$ cat src/rtl/branch_predictor_pkg.sv
// Shared definitions for the Elpis branch predictor: counter encodings,
// FSM state encodings and default table size.
package branch_predictor_pkg;

    // Default log2 of the counter-table depth.
    localparam int unsigned ENTRIES_LOG2_DEFAULT = 6;

    typedef logic [1:0] counter_t;

    // 2-bit saturating counter states.
    localparam counter_t CNT_SNT = 2'b00;  // strongly not-taken
    localparam counter_t CNT_WNT = 2'b01;  // weakly not-taken
    localparam counter_t CNT_WT  = 2'b10;  // weakly taken
    localparam counter_t CNT_ST  = 2'b11;  // strongly taken

    // FSM state encodings.
    localparam logic [0:0] BP_STATE_INIT = 1'b0;
    localparam logic [0:0] BP_STATE_RUN  = 1'b1;

endpackage

$ cat src/rtl/branch_predictor_sat_counter2.sv
// Combinational next-state for a 2-bit saturating counter: count up on
// taken, down on not-taken, holding at the 00 and 11 end points.
module sat_counter2
    import branch_predictor_pkg::*;
(
    input  logic [1:0] value,
    input  logic       taken,
    output logic [1:0] next_value
);

    // Saturating increment or decrement.
    always_comb begin
        next_value = value;
        if (taken) begin
            if (value != CNT_ST) begin
                next_value = value + 2'b01;
            end
        end else begin
            if (value != CNT_SNT) begin
                next_value = value - 2'b01;
            end
        end
    end

endmodule

$ cat src/rtl/branch_predictor.sv
// Per-PC dynamic branch predictor: a table of 2-bit saturating counters
// trained by resolved conditional branches from execute, answering taken
// predictions to fetch one cycle after the request. After reset an init
// walk writes RESET_COUNTER into every entry, one per cycle.
//
// Optional build macro BRANCH_PREDICTOR_GSHARE_EN: XORs a non-speculative
// global history register into both predict and update indices.
module branch_predictor
    import branch_predictor_pkg::*;
#(
    parameter int unsigned ENTRIES_LOG2  = ENTRIES_LOG2_DEFAULT,
    parameter logic [1:0]  RESET_COUNTER = CNT_WNT
) (
    input  logic        clk,
    input  logic        reset,
    output logic        ready_out,
    input  logic        predict_valid_in,
    input  logic [31:0] predict_pc_in,
    output logic        predict_valid_out,
    output logic        predict_taken_out,
    input  logic        update_valid_in,
    input  logic [31:0] update_pc_in,
    input  logic        update_taken_in
);

    localparam int unsigned DEPTH = 1 << ENTRIES_LOG2;

    logic [0:0]              state_q;
    logic [ENTRIES_LOG2-1:0] idx_q;
    logic                    ready_q;
    logic                    pred_valid_q;
    logic                    pred_taken_q;
    logic [1:0]              counter_q [DEPTH];

    logic                    run;
    logic [ENTRIES_LOG2-1:0] pred_idx;
    logic [ENTRIES_LOG2-1:0] upd_idx;
    logic [1:0]              upd_cur;
    logic [1:0]              upd_next;

    // PC bits outside the index field are intentionally dropped (aliasing).
    logic unused_pc_bits;
    assign unused_pc_bits = ^{predict_pc_in[31:ENTRIES_LOG2+2], predict_pc_in[1:0],
                              update_pc_in[31:ENTRIES_LOG2+2], update_pc_in[1:0]};

    assign run = (state_q == BP_STATE_RUN);

`ifdef BRANCH_PREDICTOR_GSHARE_EN
    logic [ENTRIES_LOG2-1:0] history_q;

    // Global history shifts in each committed outcome; frozen during init.
    always_ff @(posedge clk) begin
        if (reset) begin
            history_q <= '0;
        end else if (run && update_valid_in) begin
            history_q <= {history_q[ENTRIES_LOG2-2:0], update_taken_in};
        end
    end

    // Both indices use the pre-shift history.
    assign pred_idx = predict_pc_in[ENTRIES_LOG2+1:2] ^ history_q;
    assign upd_idx  = update_pc_in[ENTRIES_LOG2+1:2] ^ history_q;
`else
    assign pred_idx = predict_pc_in[ENTRIES_LOG2+1:2];
    assign upd_idx  = update_pc_in[ENTRIES_LOG2+1:2];
`endif

    assign upd_cur = counter_q[upd_idx];

    sat_counter2 u_sat_counter2 (
        .value      (upd_cur),
        .taken      (update_taken_in),
        .next_value (upd_next)
    );

    // Control state, init walk and registered prediction outputs.
    always_ff @(posedge clk) begin
        if (reset) begin
            state_q      <= BP_STATE_INIT;
            idx_q        <= '0;
            ready_q      <= 1'b0;
            pred_valid_q <= 1'b0;
            pred_taken_q <= 1'b0;
        end else begin
            // Table read happens before this edge's write: no bypass.
            pred_valid_q <= run && predict_valid_in;
            pred_taken_q <= run && predict_valid_in && counter_q[pred_idx][1];
            if (state_q == BP_STATE_INIT) begin
                idx_q <= idx_q + ENTRIES_LOG2'(1);
                if (&idx_q) begin
                    state_q <= BP_STATE_RUN;
                    ready_q <= 1'b1;
                end
            end
        end
    end

    // Counter table: init writes during the walk, training writes in run.
    always_ff @(posedge clk) begin
        if (!reset) begin
            if (state_q == BP_STATE_INIT) begin
                counter_q[idx_q] <= RESET_COUNTER;
            end else if (update_valid_in) begin
                counter_q[upd_idx] <= upd_next;
            end
        end
    end

    assign ready_out         = ready_q;
    assign predict_valid_out = pred_valid_q;
    assign predict_taken_out = pred_taken_q;

endmodule

$ cat config.mk
export PLATFORM = sky130hd
export DESIGN_NAME = branch_predictor
export DESIGN_NICKNAME = d
export VERILOG_FILES = /design/src/rtl/branch_predictor_pkg.sv /design/src/rtl/branch_predictor_sat_counter2.sv /design/src/rtl/branch_predictor.sv
export SDC_FILE = /design/constraint.sdc
export NUM_CORES = 1
export LEC_CHECK = 0
export CELL_PAD_IN_SITES_DETAIL_PLACEMENT = 1
export CELL_PAD_IN_SITES_GLOBAL_PLACEMENT = 2
export CORE_MARGIN = 2
export CORE_UTILIZATION = 40
export CTS_CLUSTER_DIAMETER = 100
export DETAILED_ROUTE_END_ITERATION = 10
export PLACE_DENSITY_LB_ADDON = 0.15
export SLEW_MARGIN = 20
export SYNTH_ARGS = -nofsm -noshare
export SYNTH_HDL_FRONTEND = slang
export SYNTH_SLANG_ARGS = --single-unit
$ cat constraint.sdc
create_clock -name clk -period 8.75 [get_ports clk]
set_input_delay 1.75 -clock clk [delete_from_list [all_inputs] [get_ports clk]]
set_output_delay 1.75 -clock clk [all_outputs]
set_load 0.1 [all_outputs]
Word level (Yosys, flattened, before mapping):

Memories as Yosys holds them, arrays and structs flattened.
Cells that the tools add are included.

* memories: 1
* ROM bits: 0
* input port bits: 69
* output and inout port bits: 3
* register bits after elaboration: 10
* bits in latches: 0
* word-level logic and storage cells: 32
* bits in writable memories: 128

* reduce and logical (&&, ||, !) cells: 6
* $mul: 0
* eq/ne operators: 1
* muxes and demuxes: 15
* shift-type cells: 0
* bitwise logic cells: 1
* div/mod/pow operators: 0
* order comparisons: 0
* $add $sub $neg: 3

Memories
* counter_q: words 64, bits a word 2, rd ports 2, clocked after memory_dff 0, wr ports 1, RTL line branch_predictor.sv:33 `logic [1:0] counter_q [DEPTH];`

Operators with widths (count)
* 2-to-1 mux 1 bit: 10
* 2-to-1 mux 2 bit: 4
* AND reduction 7 bit: 1
* adder 6 x 1 -> 6 bit (second input constant): 1
* 2-to-1 mux 6 bit: 1
* AND reduction 6 bit: 1
* adder 2 x 1 -> 2 bit (second input constant): 1
* logical AND 1 bit: 2
* != test 2 bit (second input constant): 1
* nonzero test 2 bit: 1
* OR reduction 2 bit: 1
* subtractor 2 x 1 -> 2 bit (second input constant): 1
* inverter 1 bit: 1

Logic depth before layout (Yosys ltp):

Gate-level depths: netlist (run 1).

* depth after elaboration: 6
* mapped depth: 9
* gate-level depth less buffers: 7

By module:

Synthesis (run 1) repeated with hierarchy kept, for this count alone.

* cells, all modules: 420
* area total of the unflattened synthesis: 6503.7 um2

Modules (own cells, without submodules)
* branch_predictor: cells each 417, sequential area each 4043.9 um2, instances 1, area an instance 6477.5 um2
* sat_counter2: cells each 3, sequential area each 0.0 um2, instances 1, area an instance 26.3 um2

Least setup slack after synthesis (run 1):

No wires, ideal clock.

* path type: input-to-reg
* from: input update_pc_in[2]
* to: memory counter_q[0][0] (data pin)
* data arrival time: 5.962 ns
* buffers on the path: 2
* cell stages on the path: 9
* slack: 2.086 ns
* library setup time: 0.701 ns
* data required time: 8.049 ns
* cells stage by stage: buf_2 buf_2 mux4_2 a32oi_1 o211ai_1 nor2_1 o2bb2ai_1 a21oi_1 o21ai_0

* cells in the longest elaborated chain, start to end: 5
* elaborated cells on any way between the ends: 9
* those cells by class: add/sub: 2; eq/ne: 1; mux: 4; reduce/logical: 1; memory: 1

RTL lines
* start: declaration: RTL line branch_predictor.sv:22 `input logic [31:0] update_pc_in,`
* memory read (64 x 2 bit) (*)
* subtractor 2 x 1 -> 2 bit (tied with other cells): RTL line branch_predictor_sat_counter2.sv:20 `next_value = value - 2'b01;`
* 2-to-1 mux 2 bit, on equally long branches: RTL line branch_predictor_sat_counter2.sv:19, branch_predictor_sat_counter2.sv:15
* 2-to-1 mux 2 bit (*): RTL line branch_predictor_sat_counter2.sv:14 `if (taken) begin`
* 2-to-1 mux 2 bit (no source line) (*)
* end: declaration: RTL line branch_predictor.sv:33

Mark *: on every way between the ends. The rest lies on a longest branch, timed or not.

Final worst setup path (run 1):

* from: input update_pc_in[6]
* to: memory counter_q[40][1] (data pin)

Same word-level chain as after synthesis.

==> results by group, run 1 <==
Timing
  – RSZ-0062 raised after global routing: no
  – Slew margin rel.: 35.62%
  – Part of the cycle the worst path needs: 54.93%
  – Clock period minus worst slack: 4.806 ns
  – Fin. Hold Viols: 0
  – Clock Skew: 0.007192 ns
  – Setup_tns: 0 ns
  – Worst Max-Slew Pin Slew: 0.9627 ns
  – Endpoints failing setup: 0
  – Fmax: 208.1 MHz
  – Slew Viols, Final: 0

Global routing
  – Total congestion overflow: 0
  – Number of global-route vias before repair: 4004
  – Initial antenna violation count: 0
  – Total GRT Usage: 20.97%
  – Largest net degree at the start of global routing: 57
  – First-pass GRT wire length: 24870 um

Detailed routing
  – Post-Route WL: 16040 um
  – Vias: 3726
  – Via density: 5.654
  – Highest Signal Layer: met4
  – DR iter-0 viols: 275
  – Routed wl met3: 827 um
  – Met2 WL: 7671 um
  – Met1 wire length: 7312 um
  – First drt pass iteration count: 4
  – Per-cell routed wire length: 24.34 um
  – Antenna-violating nets left: 0
  – # DRC: 0

Power and ir drop
  – Peak supply drop: 150.1 uV
  – LEAKAGE: 2.422 nW
  – PwrDens: 203.7 nW/um2

Job
  – Max cap viols: 0

Worst hold path
  – Hold/Removal Path Class: reg -> reg

Clocking
  – CTS root buffer: clkbuf_16
  – CTS tree: yes
  – Number of setup buffers added after CTS: 0
  – CTS Buffer Depth: 2
  – Sink Count: 138
  – Post-CTS sizing: 0
  – Post-CTS Hold Fix Bufs: 0
  – Htree depth: 4
  – Clk slew on worst S/H paths: 0.05 ns
  – Clock latency on the worst-skew pair: 0.42 ns
  – CTS buffer count: 17

Floorplan
  – Io pins: 72
  – Die ar.: 16810 um2
  – Initial Util: 41.23%
  – Die X: 129.6 um
  – Die Ht: 129.6 um
  – Core Area: 15310 um2
  – Num rows: 45

Synth
  – Sequential fraction of the synthesis area: 64.05%
  – Syn_nets: 482
  – Distinct cell type count after synthesis: 38
  – Syn Area/Cell: 15.32 um2
  – Yosys synthesis warning count: 0
  – #FFs+latches synth: 138
  – Mapped Area: 6314 um2
  – Post-synth EDFFs: 128
  – Commonest register cell after synthesis: edfxtp_1
  – Post-Synthesis Cells: 412
  – Async set-reset flop share out of synthesis: 0%

Finish
  – Most common cell after layout, fill and taps aside: edfxtp_1
  – FILL cells: 1537
  – Diodes inserted: 0
  – Design area: 7302 um2
  – Final nets: 505
  – Share of post-route cells with drive strength above 1: 20.31%
  – Layout-stage area growth over the synthesis result: 15.66%
  – Most frequent cells in the layout: 128 x edfxtp_1, 81 x nor2_1, 53 x mux4_2, 34 x nand2_1, 18 x clkdlybuf4s50_1

Critical path
  – Critical path arrival: 4.95 ns
  – Startpoint Class: input pin
  – CP Capture Type: flip-flop
  – CP max FO: 56
  – CP Class: in -> reg
  – CP required: 8.89 ns

Placement
  – DP Area: 6735 um2
  – Post-DP HPWL: 10750 um
  – GPL Wtd Cong: 0.8134
  – IO buf count: 19

Run status
  – Status: completed
[layer usage]
| metal | up-vias | GRT usage (%) |
|---|---|---|
| met5 | - | 0 |
| met4 | 0 | 6.958 |
| met3 | 18 | 4.542 |
| met2 | 73 | 33.02 |
| met1 | 1977 | 29.24 |
| li1 | 1658 | - |
[final timing paths]
path	start	end	slack, ns	depth (start not counted)
worst max-delay path	update_pc_in[6]	counter_q[40][1]	3.94	9
worst min-delay path	ready_out	ready_out	0.47	2
worst max register to register	counter_q[8][0]	counter_q[15][0]	5.78	8
worst min register to register	ready_out	ready_out	0.47	2
[critical path: stages]
cell	delay (ns)
clkdlybuf4s50_1	0.80
nor2b_1	0.42
a22oi_1	0.16
and3_1	0.21
a31oi_1	0.26
a2bb2oi_1	0.24
o21ai_0	0.20
a21oi_4	0.34
buf_4	0.52
[cell usage after synthesis, types with 5 or more instances]
master      n  share of area [%]
a21oi_1     9               0.71
a31oi_1     5               0.50
nand2_1    34                2.0
dfxtp_1    10                3.2
nand3_1    10               0.79
nor2_1     81                4.8
nand2b_1    6               0.59
mux4_2     53                 19
clkbuf_1   13               0.77
edfxtp_1  128                 61
o21ai_0     9               0.71
[registers in the layout (all words and copies together) (netlist names)]
register / cells
counter_q: 128
idx_q: 6
predict_taken_out: 1
predict_valid_out: 1
ready_out: 1
run: 1
[cells by family after synthesis]
logic type                 count (synthesis)  synth area share (%)
and+or+nand+nor                          149                 10.01
DFF                                      138                 64.05
muxes                                     57                 19.54
AOI/OAI and AO/OA                         39                 3.964
buffers and inverters                     24                 1.685
xor gates and xnor gates                   4                0.5550
adders and majority gates                  1                0.1981
[stage by stage]
stage	power, W	setup WS (ns)	cells	utilization [%]	hold slack [ns]
after global placement	0.0008096	3.654	627	43.98	0.4521
after CTS	0.001500	3.941	659	47.68	0.4749
final	0.001487	3.944	659	47.68	0.4650
after global routing	0.001530	3.696	659	47.68	0.5217
after floorplan	0.0007800	2.086	412	-	0.4790
after detailed placement	0.0008103	3.531	627	43.98	0.4622
[power breakdown]
group	total (W)	leakage (nW)	switching (W)	internal, W
combinational	0.0000813	0.738	0.0000467	0.0000346
sequential	0.000715	1.41	0.00000209	0.000713
clock	0.000691	0.274	0.000259	0.000432
total	0.00149	2.42	0.000308	0.00118
[final cells by class]
cell class                      count  area [um2]  share of cell area [%]
Timing Repair Buffer               25       230.2                   3.153
Clock inverter                      8       95.09                   1.302
Multi-Input combinational cell    250        2186                   29.93
Inverter                            3       11.26                  0.1542
Tap cell                          211       264.0                   3.615
Sequential cell                   138        4044                   55.38
Clock buffer                       24       471.7                   6.460
(Power assumes the default switching activity.)
==> inputs of run 2 (changes only) <==
clock period = 4.45 ns   (was 8.75 ns; I/O delays follow)
==> run 2 against run 1 <==
  * Sequential share of layout area is 0.52 points lower
  * Clock power increased by 97%
  * Critical endpoint is now counter_q[13][0]
  * Non-clock buffer count grew 5
  * First-iteration DRC count is 6.2% lower
  * Global-route usage rose by 0.61 points
  * Critical path depth unchanged
  * Largest cell class unchanged
  * Highest routed layer unchanged
  * Via count about the same
  * Flip-flop and latch count stayed put
  * Utilization is 0.45 points higher
==> results by group, run 2 (same netlist as run 1, synthesis figures left out) <==
Global routing
  – Total congestion overflow: 0
  – Number of global-route vias before repair: 4038
  – Initial antenna violation count: 0
  – Total GRT Usage: 21.58%
  – First-pass GRT wire length: 25520 um
  – Largest net degree at the start of global routing: 53

Floorplan
  – Core Area: 15310 um2
  – Initial Util: 41.23%
  – Die Ht: 129.6 um
  – Io pins: 72
  – Die X: 129.6 um
  – Num rows: 45
  – Die ar.: 16810 um2

Worst hold path
  – Hold Path Stages: 2
  – Hold/Removal Path Class: reg -> reg
  – Hold EP: ready_out
  – Worst hold start: ready_out

Timing
  – Slew Viols, Final: 0
  – Fin worst setup slack: 1.075 ns
  – Fin. Hold Viols: 0
  – Setup_tns: 0 ns
  – Clock Skew: 0.006683 ns
  – Worst Max-Slew Pin Slew: 0.9747 ns
  – Endpoints failing setup: 0
  – Part of the cycle the worst path needs: 75.84%
  – Slew margin rel.: 34.82%
  – Clock period minus worst slack: 3.375 ns
  – Fmax: 296.3 MHz
  – RSZ-0062 raised after global routing: no

Detailed routing
  – # DRC: 0
  – Antenna-violating nets left: 0
  – Vias: 3725
  – First drt pass iteration count: 4
  – Per-cell routed wire length: 24.82 um
  – Via density: 5.610
  – Post-Route WL: 16480 um
  – DR iter-0 viols: 258

Finish
  – FILL cells: 1544
  – Most common cell after layout, fill and taps aside: edfxtp_1
  – Final nets: 510
  – Largest register FFs: 128
  – Layout-stage area growth over the synthesis result: 16.75%
  – Share of post-route cells with drive strength above 1: 21.41%
  – Diodes inserted: 0
  – Core Util, Final: 48.13%
  – Reg with most FFs: counter_q
  – Post-Layout Cell Count: 664
  – Largest registers: counter_q (128), idx_q (6)
  – Most frequent cells in the layout: 128 x edfxtp_1, 81 x nor2_1, 53 x mux4_2, 34 x nand2_1, 18 x clkdlybuf4s50_1
  – Design area: 7371 um2

Clocking
  – CTS root buffer: clkbuf_16
  – Clk slew on worst S/H paths: 0.06 ns
  – CTS tree: yes
  – Htree depth: 4
  – Sink Count: 138
  – Post-CTS Hold Fix Bufs: 0
  – Number of setup buffers added after CTS: 0
  – Clock latency on the worst-skew pair: 0.42 ns
  – CTS buffer count: 17
  – CTS Buffer Depth: 2
  – Post-CTS sizing: 0

Power and ir drop
  – Clock power share: 46.4%
  – Cell Int Power: 0.002290 W
  – Part of the power in registers: 48.0%
  – LEAKAGE: 2.455 nW
  – Combinational power share: 5.6%
  – Peak supply drop: 272.6 uV
  – PwrDens: 397.0 nW/um2
  – Psw: 0.0006367 W
  – Sw frac: 21.76%

Critical path
  – Critical Path Max Stage Delay: 0.78 ns
  – CP Capture Type: flip-flop
  – Startpoint Class: input pin
  – CP cell instances: clkdlybuf4s50_1, nor2b_1, a22oi_1, and3_1, a31oi_1, o2bb2ai_1, a21oi_1, o21ai_4, buf_12
  – CP max FO: 52
  – RR Startpoint: counter_q[3][0]
  – CP bufs+invs: 2
  – CP required: 4.59 ns
  – Crit path max-delay family: buffers and inverters
  – Slowest-stage cell, CP: clkdlybuf4s50_1
  – R2R Path End: counter_q[13][0]
  – Critical path arrival: 3.51 ns
  – CP Class: in -> reg
  – Reg2reg path depth: 8
  – R2r setup slk: 1.82 ns

Placement
  – Post-Place Setup Slack: 0.6259 ns
  – GPL Wtd Cong: 0.7814
  – Post-DP HPWL: 11090 um
  – IO buf count: 19
  – DP Area: 6810 um2
  – Placed Instances: 632

Job
  – Max cap viols: 0

Run status
  – Status: completed
[run 2: area by class of cell]
cell class                 count  area, um2  area share (%)
inverter                       3      11.26          0.1528
tap                          211      264.0           3.582
timing repair buffer          30      305.3           4.142
clock buffer                  19      432.9           5.873
clock inverter                13      127.6           1.731
sequential                   138       4044           54.86
multi-input combinational    250       2186           29.66
[run 2: worst max path at each step]
stage,to,slack [ns],cells after the start,start
detailed placement,counter_q[31][0],0.63,10,update_pc_in[2]
CTS,counter_q[35][0],1.05,10,update_pc_in[2]
global placement,counter_q[26][0],0.67,9,update_pc_in[6]
global route,counter_q[13][0],0.86,10,update_pc_in[2]
finish,counter_q[13][0],1.08,9,update_pc_in[6]
floorplan,counter_q[0][0],0.51,9,update_pc_in[2]
[run 2: worst min-delay path, cell delays in order (launching register included)]
cell and delay, ns:
dfxtp_1 0.34, a21oi_1 0.05, nor2_1 0.07
[run 2: power by group through the flow]
stage               clock (W)  combinational [W]  sequential (W)
floorplan                   0           0.000103         0.00143
global placement            0           0.000164         0.00143
detailed placement          0           0.000166         0.00143
CTS                   0.00138           0.000167         0.00141
global route          0.00143           0.000177         0.00141
finish                0.00136           0.000164         0.00141
[run 2: per-layer routing]
| layer | track usage, % | wire length, um | vias up |
|---|---|---|---|
| met5 | 0 | 0 | - |
| met4 | 7.211 | 279 | 0 |
| met3 | 3.881 | 590 | 23 |
| met2 | 33.82 | 7966 | 66 |
| met1 | 30.74 | 7644 | 1964 |
| li1 | - | - | 1672 |
[run 2: through the flow]
step | hold WS [ns] | total power (W)
2_1_floorplan | 0.4790 | 0.001535
3_3_place_gp | 0.4753 | 0.001597
3_5_place_dp | 0.4750 | 0.001599
4_1_cts | 0.5009 | 0.002949
5_1_grt | 0.5550 | 0.003009
6_report | 0.4989 | 0.002926
==> inputs of run 3 (changes only) <==
CORE_UTILIZATION = 37   (was 40)
clock period = 2.85 ns   (was 4.45 ns; I/O delays follow)
==> run 3 against run 2 <==
  * Worst hold slack worse by 0.0088 ns
  * Flip-flop and latch count stayed put
  * Count of clock-buffer cells in the layout stayed put
  * Total power is 64% higher
  * Cell area is 9.2% higher
  * Combinational power is 100% higher
  * Via count is 7.5% higher
  * Register-to-register slack worse by 1.5 ns
==> results by group, run 3 (same netlist as run 1, synthesis figures left out) <==
Run status
  – Status: completed

Detailed routing
  – Met1 wire length: 7813 um
  – DR iter-0 viols: 343
  – First drt pass iteration count: 4
  – Antenna-violating nets left: 0
  – Post-Route WL: 17870 um
  – Highest Signal Layer: met4
  – Vias: 4005
  – Met2 WL: 8921 um
  – Per-cell routed wire length: 24.64 um
  – Routed wl met3: 778 um
  – Via density: 5.524
  – # DRC: 0

Global routing
  – Largest net degree at the start of global routing: 49
  – Initial antenna violation count: 0
  – First-pass GRT wire length: 26500 um
  – Total GRT Usage: 20.64%
  – Number of global-route vias before repair: 4269
  – Total congestion overflow: 0

Worst hold path
  – Hold/Removal Path Class: reg -> reg
  – Worst hold start: ready_out
  – Hold Path Stages: 2
  – Hold EP: ready_out

Timing
  – Slew margin rel.: 66.68%
  – Endpoints failing setup: 0
  – Fmax: 357.8 MHz
  – Part of the cycle the worst path needs: 98.06%
  – Clock period minus worst slack: 2.795 ns
  – Fin. Hold Viols: 0
  – Worst hold slack: 0.4901 ns
  – Slew Viols, Final: 0
  – Worst Max-Slew Pin Slew: 0.4858 ns
  – Clock Skew: 0.008614 ns

Critical path
  – Worst Setup SP: update_pc_in[3]
  – CP Class: in -> reg
  – RR Startpoint: counter_q[11][0]
  – R2r setup slk: 0.33 ns
  – R2R Path End: counter_q[48][0]
  – CP required: 3.03 ns
  – CP Capture Type: flip-flop
  – Reg2reg path depth: 10
  – CP max FO: 6
  – Critical path arrival: 2.97 ns
  – Startpoint Class: input pin

Floorplan
  – Core Area: 16640 um2
  – Num rows: 47
  – Die Ht: 134.6 um
  – Die X: 134.6 um
  – Io pins: 72
  – Die ar.: 18120 um2
  – Initial Util: 37.94%

Job
  – Max cap viols: 0

Clocking
  – Sink Count: 138
  – Post-CTS Hold Fix Bufs: 0
  – Clock latency on the worst-skew pair: 0.43 ns
  – CTS buffer count: 17
  – CTS Buffer Depth: 2
  – CTS root buffer: clkbuf_16
  – CTS tree: yes
  – Clk slew on worst S/H paths: 0.06 ns
  – Htree depth: 4

Finish
  – Share of post-route cells with drive strength above 1: 32.48%
  – Layout-stage area growth over the synthesis result: 27.53%
  – Largest registers: counter_q (128), idx_q (6)
  – Reg with most FFs: counter_q
  – Final nets: 562
  – Largest register FFs: 128
  – Core Util, Final: 48.38%
  – Diodes inserted: 0
  – Most common cell after layout, fill and taps aside: edfxtp_1
  – Most frequent cells in the layout: 128 x edfxtp_1, 79 x nor2_1, 53 x mux4_2, 48 x buf_4, 34 x nand2_1
  – Post-Layout Cell Count: 725

Placement
  – GPL Wtd Cong: 0.7924
  – Post-DP HPWL: 12010 um
  – IO buf count: 19
  – Placed Instances: 686

Power and ir drop
  – Peak supply drop: 422.5 uV
  – PwrDens: 595.9 nW/um2
  – LEAKAGE: 2.819 nW
-- run 3: cell types whose count changed in the layout (fill, tap and decap cells not counted), moves of 2 or more --
| cell | delta |
|---|---|
| nor2_1 | -2 |
| clkinv_4 | +3 |
| a21oi_2 | +2 |
| buf_12 | +11 |
| clkinv_1 | -2 |
| a21oi_1 | -2 |
| buf_4 | +40 |
| buf_6 | +3 |
| nor2_2 | +2 |
| clkinv_2 | -2 |
| clkbuf_16 | +2 |
| clkdlybuf4s50_1 | -3 |
-- run 3: final cells by class --
class | count | area [um2]
Inverter | 3 | 11.26
Clock inverter | 13 | 167.7
Clock buffer | 19 | 442.9
Fill cell | 1648 | 8591
Sequential cell | 138 | 4044
Tap cell | 220 | 275.3
Multi-Input combinational cell | 250 | 2236
Timing Repair Buffer | 82 | 874.6
-- run 3: what timing repair did --
| item | 4_1_cts | 5_1_grt |
|---|---|---|
| gates resized for setup | 1 | 11 |
| pin swaps | 0 | 1 |
| cloned | 0 | 3 |
| buffers inserted | 0 | 4 |
| endpoints found under the setup margin | 112 | 128 |
-- run 3: critical path, cell delays in order --
cell	delay (ns)
clkdlybuf4s50_1	0.46
buf_6	0.16
buf_4	0.15
inv_1	0.12
buf_4	0.14
mux2i_1	0.26
o21ai_0	0.17
nor3_1	0.21
nor2_2	0.10
a21oi_2	0.20
o21ai_4	0.12
buf_4	0.16
clkbuf_16	0.15
-- run 3: where the power goes --
group	switching [W]	total (W)	leakage, nW	internal [W]
clock	0.000867	0.00227	0.294	0.00140
sequential	0.00000717	0.00219	1.41	0.00219
combinational	0.000165	0.000332	1.12	0.000166
total	0.00104	0.00480	2.82	0.00376
-- run 3: worst max path at each step --
stage	endpoint	slack, ns
CTS	counter_q[49][1]	0.05
floorplan	counter_q[0][0]	-0.07
global route	counter_q[48][0]	-0.04
detailed placement	counter_q[11][1]	-0.50
finish	counter_q[48][0]	0.06
global placement	counter_q[27][1]	-0.39
-- run 3: metal layers --
metal / vias to the layer above / track usage, %
met1: 2121 / 28.81
met2: 89 / 32.57
met3: 24 / 3.566
met4: 0 / 7.836
li1: 1771 / -
met5: - / 0
-- run 3: through the flow --
step	cell area (um2)	worst slack (ns)	setup TNS [ns]	total power, W
after floorplan	6400	-0.07452	-4.770	0.002409
after global placement	7300	-0.3903	-48.05	0.002555
after detailed placement	7300	-0.4965	-60.26	0.002558
after CTS	7913	0.05137	0	0.004823
after global routing	8051	-0.03803	-1.108	0.004936
final	8051	0.05522	0	0.004798
==> patch: new RTL, flow settings as in run 3 <==
`ENTRIES_LOG2_DEFAULT`: 6 -> 4.
--- a/src/rtl/branch_predictor_pkg.sv
+++ b/src/rtl/branch_predictor_pkg.sv
@@ -3,7 +3,7 @@
 package branch_predictor_pkg;
 
     // Default log2 of the counter-table depth.
-    localparam int unsigned ENTRIES_LOG2_DEFAULT = 6;
+    localparam int unsigned ENTRIES_LOG2_DEFAULT = 4;
 
     typedef logic [1:0] counter_t;
 
Behaviour: same outputs for any inputs over 10 cycles, from zero or initial values and one cycle with reset high; that may be too few to reach the edited logic, so the function may still have changed.
==> patch against run 3 <==
Core utilization shrank 3.1 points; first-iteration DRC count shrank 85%; global-route usage shrank 5.0 points; synthesized area shrank 70%; total power shrank 75%; clock skew is essentially flat; setup slack gained 0.26 ns; non-clock buffer count shrank 61; design area shrank 72%; sequential power shrank 71%; wire length shrank 77%; maximum frequency grew 10%; sequential cell count shrank 98; critical path type unchanged; critical endpoint is now counter_q[13][1].
==> patch: results (changes against run 3) <==
metric;value;unit;change
ys async rst share;0;%;unchanged
DRC Markers;0;;unchanged
Final Instance Count excl. Fillers;230;;-68%
r2r endpoint;counter_q[9][0];;
DP HPWL;3027;um;-75%
Clock Path Buffers;2;;unchanged
R2R setup slack;0.77;ns;+0.44 ns
layout cells sized above 1;14.37;%;-18 points
fillers;534;;-68%
Gate Count Post-Synth;136;;-67%
Leakage;0.8428;nW;-70%
Final Wtd Congestion;0.7461;;-5.8%
I/O Buffers;15;;-4
placed cell areas;2170;um2;-70%
DP Cell Count;222;;-68%
H-tree depth;2;;-2
outcome;finished clean;;
Seq/Total Area, Yosys;59.06;%;-5.0 points
Hold Path Stages;1;;-1
CTS buffer count;5;;-12
Detailed Routing Iterations Pass 1;4;;unchanged
Tot GR Track Use;15.66;%;-5.0 points
Hold Path End;ready_out;;
Synth area leaders;edfxtp_1 (51%), mux4_1 (12%), dfxtp_1 (8.4%), nor2_1 (5.1%), mux4_2 (4.7%);;
initial antenna violation count;0;;unchanged
cells on worst reg2reg path;5;;-5
Worst Path Arrival;2.56;ns;-0.41 ns
first-pass GRT wire length;6182;um;-77%
# resized after CTS;0;;-1
number of synthesized flops with an enable pin;32;;-75%
yosys warns;0;;unchanged
Synth cell types;32;;-16%
worst-path fanout max;16;;+10
Root Buffer;clkbuf_8;;
vias in the first global route;1196;;-72%
clk_skew;0.008993;ns;+0.0003785 ns
reg2reg start;run;;
Worst Tran Pin Value;0.5336;ns;+0.04772 ns
hold_sp;ready_out;;
clock slew at reported path FFs;0.08;ns;+0.02 ns
Tightest Hold Check Type;reg2reg;;
worst vdd ir;0.2811;mV;-33%
via count of the routed design;1162;;-71%
biggest regs;counter_q (32), idx_q (4);;
drt first-iter violations;51;;-85%
Post-CTS Setup Bufs;0;;unchanged
top cells by count, synth;edfxtp_1 (32), nor2_1 (26), nand2_1 (12);;
Routed WL;4037;um;-77%
Place WS;-0.002083;ns;+0.4944 ns
Net Count, Synth;206;;-57%
worst skew pair latency;0.29;ns;-0.14 ns
pin count of the biggest net entering global routing;17;;-65%
==> patch: cell types whose count changed in the layout (fill, tap and decap cells not counted), moves of 4 or more <==
cell	run 3	this run
clkbuf_8	1	5
buf_12	14	2
mux4_1	0	9
nand2b_1	6	1
o21ai_0	7	0
nand2_1	34	12
buf_4	48	7
nand3_1	10	3
mux4_2	53	4
edfxtp_1	128	32
nor2_1	79	26
clkbuf_16	19	0
or3_1	4	0
==> patch: report_power, final <==
| part | internal, mW | total (mW) | switching, mW |
|---|---|---|---|
| clock network | 0.259 | 0.456 | 0.197 |
| logic | 0.0477 | 0.0944 | 0.0466 |
| registers | 0.629 | 0.637 | 0.00751 |
==> patch: layer usage <==
| metal | vias up | global-route usage [%] | wire, um |
|---|---|---|---|
| li1 | 564 | - | - |
| met1 | 575 | 19.52 | 1810 |
| met3 | 4 | 3.704 | 140 |
| met4 | 0 | 4.678 | 44 |
| met2 | 19 | 27.15 | 2042 |
| met5 | - | 0 | 0 |
==> patch: final cells by class <==
cell class / count / area, um2 / share of cell area (%)
timing repair buffer: 21 / 212.7 / 9.325
tap: 70 / 87.58 / 3.840
clock inverter: 3 / 42.54 / 1.865
clock buffer: 5 / 68.82 / 3.017
multi-input combinational: 88 / 737.0 / 32.31
sequential: 40 / 1121 / 49.15
inverter: 3 / 11.26 / 0.4937
==> patch: through the flow <==
stage / setup TNS, ns / hold slack, ns / util, %
after CTS: 0 / 0.4887 / 45.24
after floorplan: 0 / 0.5241 / -
after global placement: 0 / 0.4656 / 43.03
after global routing: 0 / 0.5161 / 45.24
final: 0 / 0.4847 / 45.24
after detailed placement: -0.01828 / 0.4697 / 43.03
==> patch: cells by family after synthesis <==
logic type                 share of synthesized area [%]
xor gates and xnor gates                           1.385
muxes                                              18.85
and+or+nand+nor                                    13.45
buffers and inverters                              2.110
DFF                                                59.06
AOI/OAI and AO/OA                                  4.482
adders and majority gates                         0.6591
==> patch: worst max-delay path: stages <==
cell and delay, ns:
clkdlybuf4s50_1 0.52, buf_12 0.16, mux4_2 0.51, a22oi_1 0.23, nand3_2 0.14, o21ai_1 0.14
a21oi_1 0.07, buf_4 0.21
==> patch: worst max path at each step <==
stage,slack [ns],to,startpoint
global route,0.17,counter_q[11][1],update_pc_in[2]
global placement,0.02,counter_q[4][1],update_pc_in[2]
detailed placement,-0.002,counter_q[8][0],update_pc_in[2]
CTS,0.30,counter_q[8][0],update_pc_in[2]
floorplan,0.53,counter_q[0][0],update_pc_in[2]
finish,0.31,counter_q[13][1],update_pc_in[2]
